## src/rtl/mux_sel_arb_if.sv

```systemverilog
// Handshake and data bundle between the requesters and the mux feeder.
// The feeder (slave side) returns grants, captured data and the mux selects.
interface mux_sel_arb_if #(
    parameter int WIDTH = 4
);
    logic [2:0]       req;
    logic [WIDTH-1:0] din0;
    logic [WIDTH-1:0] din1;
    logic [WIDTH-1:0] din2;
    logic [2:0]       gnt;
    logic [WIDTH-1:0] ip1;
    logic [WIDTH-1:0] ip2;
    logic [WIDTH-1:0] ip3;
    logic             sel1;
    logic             sel2;
    logic             sel3;
    logic             busy;

    modport master (
        output req, din0, din1, din2,
        input  gnt, ip1, ip2, ip3, sel1, sel2, sel3, busy
    );

    modport slave (
        input  req, din0, din1, din2,
        output gnt, ip1, ip2, ip3, sel1, sel2, sel3, busy
    );
endinterface

```

## src/rtl/mux_sel_arb.sv

```systemverilog
// Round-robin feeder for the 3-input priority mux: captures the winner's word
// and holds exactly one select high for HOLD_CYCLES cycles per grant.
//
//   state | meaning
//   IDLE  | all selects low; arbitrate on the next edge if any req is set
//   HOLD  | one select high; hold timer counts down to terminal count 0
module mux_sel_arb #(
    parameter int WIDTH       = 4,
    parameter int HOLD_CYCLES = 2
) (
    input logic          clk,
    input logic          rst_n,
    mux_sel_arb_if.slave bus
);
    typedef enum logic {
        IDLE = 1'b0,
        HOLD = 1'b1
    } state_t;

    localparam logic [3:0] HOLD_LOAD = 4'(HOLD_CYCLES - 1);

    state_t           state_q;
    logic [3:0]       cnt_q;
    logic [1:0]       last_q;
    logic [2:0]       gnt_q;
    logic [2:0]       sel_q;
    logic [WIDTH-1:0] ip1_q;
    logic [WIDTH-1:0] ip2_q;
    logic [WIDTH-1:0] ip3_q;

    logic [2:0]       gnt_d;
    logic [1:0]       win_d;

    // Scan starts just after the last winner, so the last winner is checked last.
    always_comb begin
        gnt_d = 3'b000;
        case (last_q)
            2'd0: begin
                if (bus.req[1])      gnt_d = 3'b010;
                else if (bus.req[2]) gnt_d = 3'b100;
                else if (bus.req[0]) gnt_d = 3'b001;
            end
            2'd1: begin
                if (bus.req[2])      gnt_d = 3'b100;
                else if (bus.req[0]) gnt_d = 3'b001;
                else if (bus.req[1]) gnt_d = 3'b010;
            end
            default: begin
                if (bus.req[0])      gnt_d = 3'b001;
                else if (bus.req[1]) gnt_d = 3'b010;
                else if (bus.req[2]) gnt_d = 3'b100;
            end
        endcase
        win_d = gnt_d[2] ? 2'd2 : (gnt_d[1] ? 2'd1 : 2'd0);
    end

    always_ff @(posedge clk) begin
        if (!rst_n) begin
            state_q <= IDLE;
            cnt_q   <= 4'd0;
            last_q  <= 2'd2;
            gnt_q   <= 3'b000;
            sel_q   <= 3'b000;
            ip1_q   <= '0;
            ip2_q   <= '0;
            ip3_q   <= '0;
        end else begin
            gnt_q <= 3'b000;
            unique case (state_q)
                IDLE: begin
                    if (gnt_d != 3'b000) begin
                        gnt_q   <= gnt_d;
                        sel_q   <= gnt_d;
                        cnt_q   <= HOLD_LOAD;
                        last_q  <= win_d;
                        state_q <= HOLD;
                        if (gnt_d[0]) ip1_q <= bus.din0;
                        if (gnt_d[1]) ip2_q <= bus.din1;
                        if (gnt_d[2]) ip3_q <= bus.din2;
                    end
                end
                HOLD: begin
                    // Requests are deliberately ignored here; they wait for IDLE.
                    if (cnt_q != 4'd0) begin
                        cnt_q <= cnt_q - 4'd1;
                    end else begin
                        sel_q   <= 3'b000;
                        state_q <= IDLE;
                    end
                end
            endcase
        end
    end

    assign bus.gnt  = gnt_q;
    assign bus.sel1 = sel_q[0];
    assign bus.sel2 = sel_q[1];
    assign bus.sel3 = sel_q[2];
    assign bus.ip1  = ip1_q;
    assign bus.ip2  = ip2_q;
    assign bus.ip3  = ip3_q;
    assign bus.busy = (state_q == HOLD);
endmodule

```

## src/flat_wrapper.sv

```systemverilog
// flat-port wrapper written by rule: the top's interface ports become plain ports
module mux_sel_arb_flat 
#(
    parameter int WIDTH       = 4,
    parameter int HOLD_CYCLES = 2
)
  (clk, rst_n, bus_req, bus_din0, bus_din1, bus_din2, bus_gnt, bus_ip1, bus_ip2, bus_ip3, bus_sel1, bus_sel2, bus_sel3, bus_busy);
  mux_sel_arb_if #(.WIDTH(WIDTH)) bus_i ();
  input logic clk;
  input logic rst_n;
  input wire logic [$bits(bus_i.req)-1:0] bus_req;
  input wire logic [$bits(bus_i.din0)-1:0] bus_din0;
  input wire logic [$bits(bus_i.din1)-1:0] bus_din1;
  input wire logic [$bits(bus_i.din2)-1:0] bus_din2;
  output wire logic [$bits(bus_i.gnt)-1:0] bus_gnt;
  output wire logic [$bits(bus_i.ip1)-1:0] bus_ip1;
  output wire logic [$bits(bus_i.ip2)-1:0] bus_ip2;
  output wire logic [$bits(bus_i.ip3)-1:0] bus_ip3;
  output wire logic [$bits(bus_i.sel1)-1:0] bus_sel1;
  output wire logic [$bits(bus_i.sel2)-1:0] bus_sel2;
  output wire logic [$bits(bus_i.sel3)-1:0] bus_sel3;
  output wire logic [$bits(bus_i.busy)-1:0] bus_busy;
  assign bus_i.req = bus_req;
  assign bus_i.din0 = bus_din0;
  assign bus_i.din1 = bus_din1;
  assign bus_i.din2 = bus_din2;
  assign bus_gnt = bus_i.gnt;
  assign bus_ip1 = bus_i.ip1;
  assign bus_ip2 = bus_i.ip2;
  assign bus_ip3 = bus_i.ip3;
  assign bus_sel1 = bus_i.sel1;
  assign bus_sel2 = bus_i.sel2;
  assign bus_sel3 = bus_i.sel3;
  assign bus_busy = bus_i.busy;
  mux_sel_arb #(.WIDTH(WIDTH), .HOLD_CYCLES(HOLD_CYCLES)) u_core (.clk(clk), .rst_n(rst_n), .bus(bus_i));
endmodule
```

## config.mk

```make
export PLATFORM = sky130hd
export DESIGN_NAME = mux_sel_arb_flat
export DESIGN_NICKNAME = d
export VERILOG_FILES = /design/src/rtl/mux_sel_arb_if.sv /design/src/rtl/mux_sel_arb.sv /design/src/flat_wrapper.sv
export SDC_FILE = /design/constraint.sdc
export NUM_CORES = 1
export LEC_CHECK = 0
export ABC_CLOCK_PERIOD_IN_PS = 3550
export BUFFER_PORTS_ARGS = -buffer_cell sky130_fd_sc_hd__buf_2
export CORE_MARGIN = 2
export CORE_UTILIZATION = 36
export DETAILED_ROUTE_END_ITERATION = 7
export GPL_TIMING_DRIVEN = 0
export PLACE_DENSITY = 0.58
export SLEW_MARGIN = 20
export SYNTH_ARGS = -nofsm -noshare
export SYNTH_HDL_FRONTEND = slang
export SYNTH_SLANG_ARGS = --single-unit
```

## constraint.sdc

```tcl
create_clock -name clk -period 3.55 [get_ports clk]
set_input_delay 0 -clock clk [delete_from_list [all_inputs] [get_ports clk]]
set_output_delay 0 -clock clk [all_outputs]
set_load 0.03 [all_outputs]
```

==> results.py, run 1 <==
metrics = {
    "setup_path": {
        "r2r_start": "u_core.cnt_q[0]$_SDFFE_PN0P_",
        "critPathRequiredTime_ns": 3.79,
        "critPathKind": "register to register",
        "cp_data_arrival_time_ns": 1.61,
        "crit_end": "u_core.cnt_q[2]$_SDFFE_PN0P_",
        "reg2reg_depth": 5,
        "reg2reg_slack_ns": 2.18,
        "critPathMaxFanout": 6,
        "crit_start": "u_core.cnt_q[0]$_SDFFE_PN0P_",
        "timing.rr.end": "u_core.cnt_q[2]$_SDFFE_PN0P_",
        "crit_path_end_kind": "register",
        "critPathLaunchType": "register",
    },
    "logic_synthesis": {
        "synth_cells": 115,
        "synth_area_um2": 1040,
        "ys_ff_latch": 25,
        "yosys-top-cells-area": "dfxtp_1, mux2i_1, nand2_1",
        "synth-main-ff-cell": "dfxtp_1",
        "postSynth.asyncResetShare_pct": 0,
        "syn_nets": 134,
        "synth_most_common_cell": "nand2_1",
        "synthTopCellsByCount": "nand2_1, dfxtp_1, mux2i_1",
        "yosysTopAreaCellShare_pct": 48.0,
        "ys_types": 27,
        "synth_edf_count": 0,
        "synth_top_cell_by_area": "dfxtp_1",
        "avgSynthCellArea_um2": 9.06,
        "yosysWarnings": 0,
        "synth_seq_area_share_pct": 48.0,
    },
    "drt": {
        "wl_per_cell_um": 11.9,
        "drt-vias-per-instance": 4.95,
        "vias": 981,
        "antenna_left": 0,
        "dr.first_iter.drc_count": 16,
        "first_pass_iters": 4,
        "drcViolationCount": 0,
        "totalWireLength_um": 2350,
    },
    "sta": {
        "layout_min_cycle_time_ns": 1.37,
        "whs_ns": 0.0291,
        "clock_skew_ns": 0.0136,
        "rsz0062_at_grt": "no",
        "relSlewSlack_pct": 69.4,
        "finalSetupViolCount": 0,
        "setup-tns-final_ns": 0,
        "timing.fmax_ghz": 0.731,
        "worstMarginPinSlew_ns": 0.459,
        "final_max_slew_viol_count": 0,
        "finalHoldViolCount": 0,
        "period_share_pct": 38.5,
    },
    "clock_tree": {
        "cts.sinks": 25,
        "cts_setup_buffers": 0,
        "tritoncts": "done",
        "root_buffer": "clkbuf_4",
        "path_clk_slew_ns": 0.15,
        "htreeDepth": 1,
        "insertion_delay_ns": 0.34,
        "clock_path_buffers": 2,
        "numCtsBuffers": 3,
    },
    "floorplan": {
        "io_pins": 36,
        "die_w_um": 57.8,
        "die-area_um2": 3340,
        "die_y_um": 57.8,
        "start_util_pct": 37.8,
        "rows": 19,
        "core_um2": 2760,
    },
    "place": {
        "port_buffers": 35,
        "gp_congestion": 0.728,
        "dpl.cell_count": 181,
        "hpwlAfterDp_um": 1740,
    },
    "global_routing": {
        "grt-ovfl-total": 0,
        "grt_pass1_wl_um": 4040,
        "grt_max_degree": 16,
        "grt_pass1_vias": 896,
        "grt.total_usage_pct": 15.9,
        "antenna_found_initial": 0,
    },
    "layout": {
        "nNetsFinal": 187,
        "areaGrowthSynthToFinish_pct": 35.9,
        "drive_gt1_share_pct": 26.9,
        "instances_no_fill": 198,
        "fillers": 261,
        "n_antenna_cell": 0,
    },
    "pwr": {
        "leakagePower_nw": 0.652,
        "ir_drop_mv": 0.313,
        "power_density_nw_per_um2": 409,
    },
    "min_path": {
        "hold_depth": 4,
        "hold_class": "primary input to register",
    },
    "run": {
        "cap_violations": 0,
    },
    "outcome": {
        "outcome": "finished clean",
    },
}
-- critical path, cell delays in order, from the launching register on --
cell and delay, ns:
dfxtp_1 0.40, inv_1 0.08, ha_1 0.21, a21oi_2 0.26, a21oi_1 0.12, a311oi_1 0.22
-- sequential cells by signal, summed over array words and instances, names as in the netlist --
name             cells
u_core.cnt_q         4
u_core.sel_q         3
u_core.bus.gnt       3
u_core.bus.ip2       4
u_core.bus.ip1       4
u_core.bus.ip3       4
u_core.last_q        2
u_core.bus.busy      1
-- power breakdown --
part | leakage, nW | switching (W) | internal [W]
clock | 0.0139 | 0.0000914 | 0.0000433
sequential | 0.205 | 0.0000126 | 0.000300
combinational | 0.433 | 0.0000761 | 0.0000559
total | 0.652 | 0.000180 | 0.000399
-- worst min-delay path by stage --
stage	slack, ns	to	start
2_1_floorplan	0.13	u_core.cnt_q[2]$_SDFFE_PN0P_	rst_n
3_3_place_gp	0.25	u_core.bus.ip1[0]$_SDFFE_PN0P_	bus_din0[0]
3_5_place_dp	0.26	u_core.bus.ip2[1]$_SDFFE_PN0P_	bus_din1[1]
4_1_cts	0.03	u_core.last_q[1]$_SDFFE_PN1P_	bus_req[1]
5_1_grt	0.06	u_core.last_q[1]$_SDFFE_PN1P_	bus_req[1]
6_report	0.03	u_core.last_q[1]$_SDFFE_PN1P_	bus_req[1]
-- stage by stage --
stage | util [%] | power (W) | worst slack, ns | area, um^2
3_5_place_dp | 45.6 | 0.000441 | 2.21 | 1260
2_1_floorplan | - | 0.000401 | 2.19 | 1040
4_1_cts | 51.4 | 0.000586 | 2.18 | 1420
3_3_place_gp | 45.6 | 0.000436 | 2.28 | 1260
6_report | 51.4 | 0.000579 | 2.18 | 1420
5_1_grt | 51.4 | 0.000612 | 2.01 | 1420
-- timing repair --
item,CTS,global route
setup endpoints to repair,0,0
resized for setup,0,0
hold endpoints to repair,13,0
hold buffers,13,0
-- final cells by class --
type / count / area, um^2 / share of cell area, %
clock inverter: 1 / 7.51 / 0.530
inverter: 3 / 11.3 / 0.795
clock buffer: 3 / 22.5 / 1.59
multi-input combinational: 80 / 500 / 35.3
timing repair buffer: 48 / 305 / 21.6
tap: 31 / 38.8 / 2.74
buffer: 7 / 30.0 / 2.12
sequential: 25 / 500 / 35.3
-- routing by layer --
metal	share of wire [%]	global-route usage (%)	routed length (um)
met4	2.0	6.64	48
met3	5.3	3.79	125
met2	51	27.3	1190
met5	0	0	0
met1	42	18.9	990
-- cell families after synthesis --
kind of cell | Yosys count | share of synthesized area [%]
simple gates | 51 | 23.0
compound gates | 15 | 11.0
fa+ha+maj | 2 | 2.40
mux | 12 | 11.5
buf+inv | 10 | 3.96
flops | 25 | 48.0
-- placed cells by master (no fill, tap or decap), types with 2 or more instances in the layout --
cell type / synthesis / routed
inv_1: 3 / 3
and3_1: 2 / 2
o2bb2ai_1: 3 / 3
dfxtp_1: 25 / 25
clkbuf_4: 0 / 3
ha_1: 2 / 2
clkbuf_1: 4 / 4
buf_2: 3 / 38
and2_1: 5 / 5
nor2_1: 4 / 4
nand2_1: 31 / 31
mux2i_1: 12 / 12
nand3b_1: 2 / 2
dlygate4sd3_1: 0 / 13
o22ai_1: 2 / 2
a21oi_1: 2 / 2
o21ai_0: 2 / 2
o211a_1: 2 / 2
Note: power is estimated with default switching activity, not from simulation.
==> inputs of run 2 (changes only) <==
--- a/config.mk
+++ b/config.mk
@@ -5,7 +5,7 @@
 export SDC_FILE = /design/constraint.sdc
 export NUM_CORES = 1
 export LEC_CHECK = 0
-export ABC_CLOCK_PERIOD_IN_PS = 3550
+export ABC_CLOCK_PERIOD_IN_PS = 1320
 export BUFFER_PORTS_ARGS = -buffer_cell sky130_fd_sc_hd__buf_2
 export CORE_MARGIN = 2
 export CORE_UTILIZATION = 36
==> constraint.sdc (replaced) <==
create_clock -name clk -period 1.32 [get_ports clk]
set_input_delay 0 -clock clk [delete_from_list [all_inputs] [get_ports clk]]
set_output_delay 0 -clock clk [all_outputs]
set_load 0.03 [all_outputs]
==> results.py, run 2 (same netlist as run 1, synthesis figures left out) <==
metrics = {
    "sta": {
        "layout_min_cycle_time_ns": 1.24,
        "period_share_pct": 93.6,
        "whs_ns": 0.0533,
        "finalSetupViolCount": 0,
        "rsz0062_at_grt": "yes",
        "relSlewSlack_pct": 68.9,
        "finalHoldViolCount": 0,
        "final_max_slew_viol_count": 0,
        "worstMarginPinSlew_ns": 0.467,
        "clock_skew_ns": 0.00855,
        "timing.fmax_ghz": 0.809,
        "timing.final.ws_setup_ns": 0.0846,
    },
    "layout": {
        "design_area_um2": 1450,
        "final_common_cell": "buf_2",
        "final_cell_mix": "buf_2, nand2_1, dfxtp_1",
        "fillers": 263,
        "drive_gt1_share_pct": 31.4,
        "areaGrowthSynthToFinish_pct": 39.5,
        "instances_no_fill": 200,
        "n_antenna_cell": 0,
        "nNetsFinal": 189,
    },
    "floorplan": {
        "io_pins": 36,
        "die_w_um": 57.8,
        "core_um2": 2760,
        "start_util_pct": 37.8,
        "die_y_um": 57.8,
        "rows": 19,
        "die-area_um2": 3340,
    },
    "setup_path": {
        "critPathKind": "register to register",
        "r2r_start": "u_core.cnt_q[0]$_SDFFE_PN0P_",
        "cp_data_arrival_time_ns": 1.46,
        "crit_path_end_kind": "register",
        "critPathRequiredTime_ns": 1.55,
        "timing.rr.end": "u_core.cnt_q[0]$_SDFFE_PN0P_",
        "reg2reg_slack_ns": 0.08,
        "reg2reg_depth": 6,
        "critPathLaunchType": "register",
        "critPathMaxFanout": 5,
    },
    "pwr": {
        "power_density_nw_per_um2": 1080,
        "leakagePower_nw": 0.669,
        "ir_drop_mv": 0.657,
    },
    "global_routing": {
        "grt_pass1_vias": 982,
        "antenna_found_initial": 0,
        "grt_max_degree": 15,
        "grt-ovfl-total": 0,
        "grt.total_usage_pct": 16.5,
        "grt_pass1_wl_um": 4210,
    },
    "place": {
        "port_buffers": 35,
        "gp_congestion": 0.763,
        "placed_area_um2": 1260,
        "pre_cts_ws_ns": 0.00923,
        "hpwlAfterDp_um": 1700,
        "dpl.cell_count": 181,
    },
    "clock_tree": {
        "htreeDepth": 1,
        "clock_path_buffers": 2,
        "path_clk_slew_ns": 0.14,
        "tritoncts": "done",
        "cts.sinks": 25,
        "insertion_delay_ns": 0.32,
        "numCtsBuffers": 3,
        "root_buffer": "clkbuf_4",
    },
    "drt": {
        "drt-vias-per-instance": 4.85,
        "vias": 970,
        "antenna_left": 0,
        "dr.first_iter.drc_count": 40,
        "totalWireLength_um": 2410,
        "wl_per_cell_um": 12.1,
        "first_pass_iters": 5,
        "drcViolationCount": 0,
    },
    "run": {
        "cap_violations": 0,
    },
    "min_path": {
        "hold_depth": 4,
        "hold_path_end": "u_core.last_q[1]$_SDFFE_PN1P_",
        "min_from": "bus_req[1]",
        "hold_class": "primary input to register",
    },
    "outcome": {
        "outcome": "finished clean",
    },
}
[run 2: cell type report]
class                      instances  area, um^2  area share, %
multi-input combinational         80         510           35.1
inverter                           3        11.3          0.775
buffer                             7        38.8           2.67
tap                               31        38.8           2.67
clock inverter                     1        5.00          0.344
timing repair buffer              50         320           22.0
clock buffer                       3        22.5           1.55
sequential                        25         507           34.9
[run 2: critical path, cell delays in order (launching register included)]
cell and delay (ns):
dfxtp_2 0.37, inv_1 0.06, ha_1 0.23, a21oi_4 0.20
buf_4 0.14, nand2_1 0.04, o211a_1 0.11
[run 2: metal layers]
layer  vias to the layer above  global-route usage (%)  part of all wire (%)
met5                         -                       0                     0
met4                         0                    5.98                   1.5
met3                         5                    3.35                   5.0
met2                        26                    30.5                    50
met1                       449                    18.7                    43
li1                        490                       -                     -
[run 2: stage by stage]
| step | util, % | total power [W] | TNS (ns) |
|---|---|---|---|
| 4_1_cts | 51.7 | 0.00156 | 0 |
| 3_3_place_gp | 45.6 | 0.00118 | 0 |
| 2_1_floorplan | - | 0.00108 | 0 |
| 5_1_grt | 52.7 | 0.00165 | -0.0178 |
| 3_5_place_dp | 45.6 | 0.00119 | 0 |
| 6_report | 52.7 | 0.00157 | 0 |
[run 2: power by group]
group	internal [W]	total [W]	switching (W)
Sequential	0.000809	0.000840	0.0000311
Clock	0.000114	0.000345	0.000232
Combinational	0.000166	0.000382	0.000215
Total	0.00109	0.00157	0.000478
[run 2: worst max path at each step]
stage | from | end | slack [ns]
global placement | u_core.cnt_q[0]$_SDFFE_PN0P_ | u_core.cnt_q[1]$_SDFFE_PN0P_ | 0.04
global route | u_core.cnt_q[0]$_SDFFE_PN0P_ | u_core.cnt_q[2]$_SDFFE_PN0P_ | -0.01
CTS | u_core.cnt_q[0]$_SDFFE_PN0P_ | u_core.cnt_q[2]$_SDFFE_PN0P_ | 0.03
floorplan | u_core.bus.busy$_SDFF_PN0_ | u_core.cnt_q[3]$_SDFFE_PN0P_ | 0.09
finish | u_core.cnt_q[0]$_SDFFE_PN0P_ | u_core.cnt_q[0]$_SDFFE_PN0P_ | 0.08
detailed placement | u_core.cnt_q[0]$_SDFFE_PN0P_ | u_core.cnt_q[2]$_SDFFE_PN0P_ | 0.009
[run 2: what timing repair did]
item / CTS / global route
hold buffers: 13 / 0
setup endpoints to repair: 2 / 19
resized for setup: 2 / 8
pin swaps: 0 / 3
cloned: 0 / 0
setup buffers: 0 / 2
hold endpoints to repair: 13 / 0
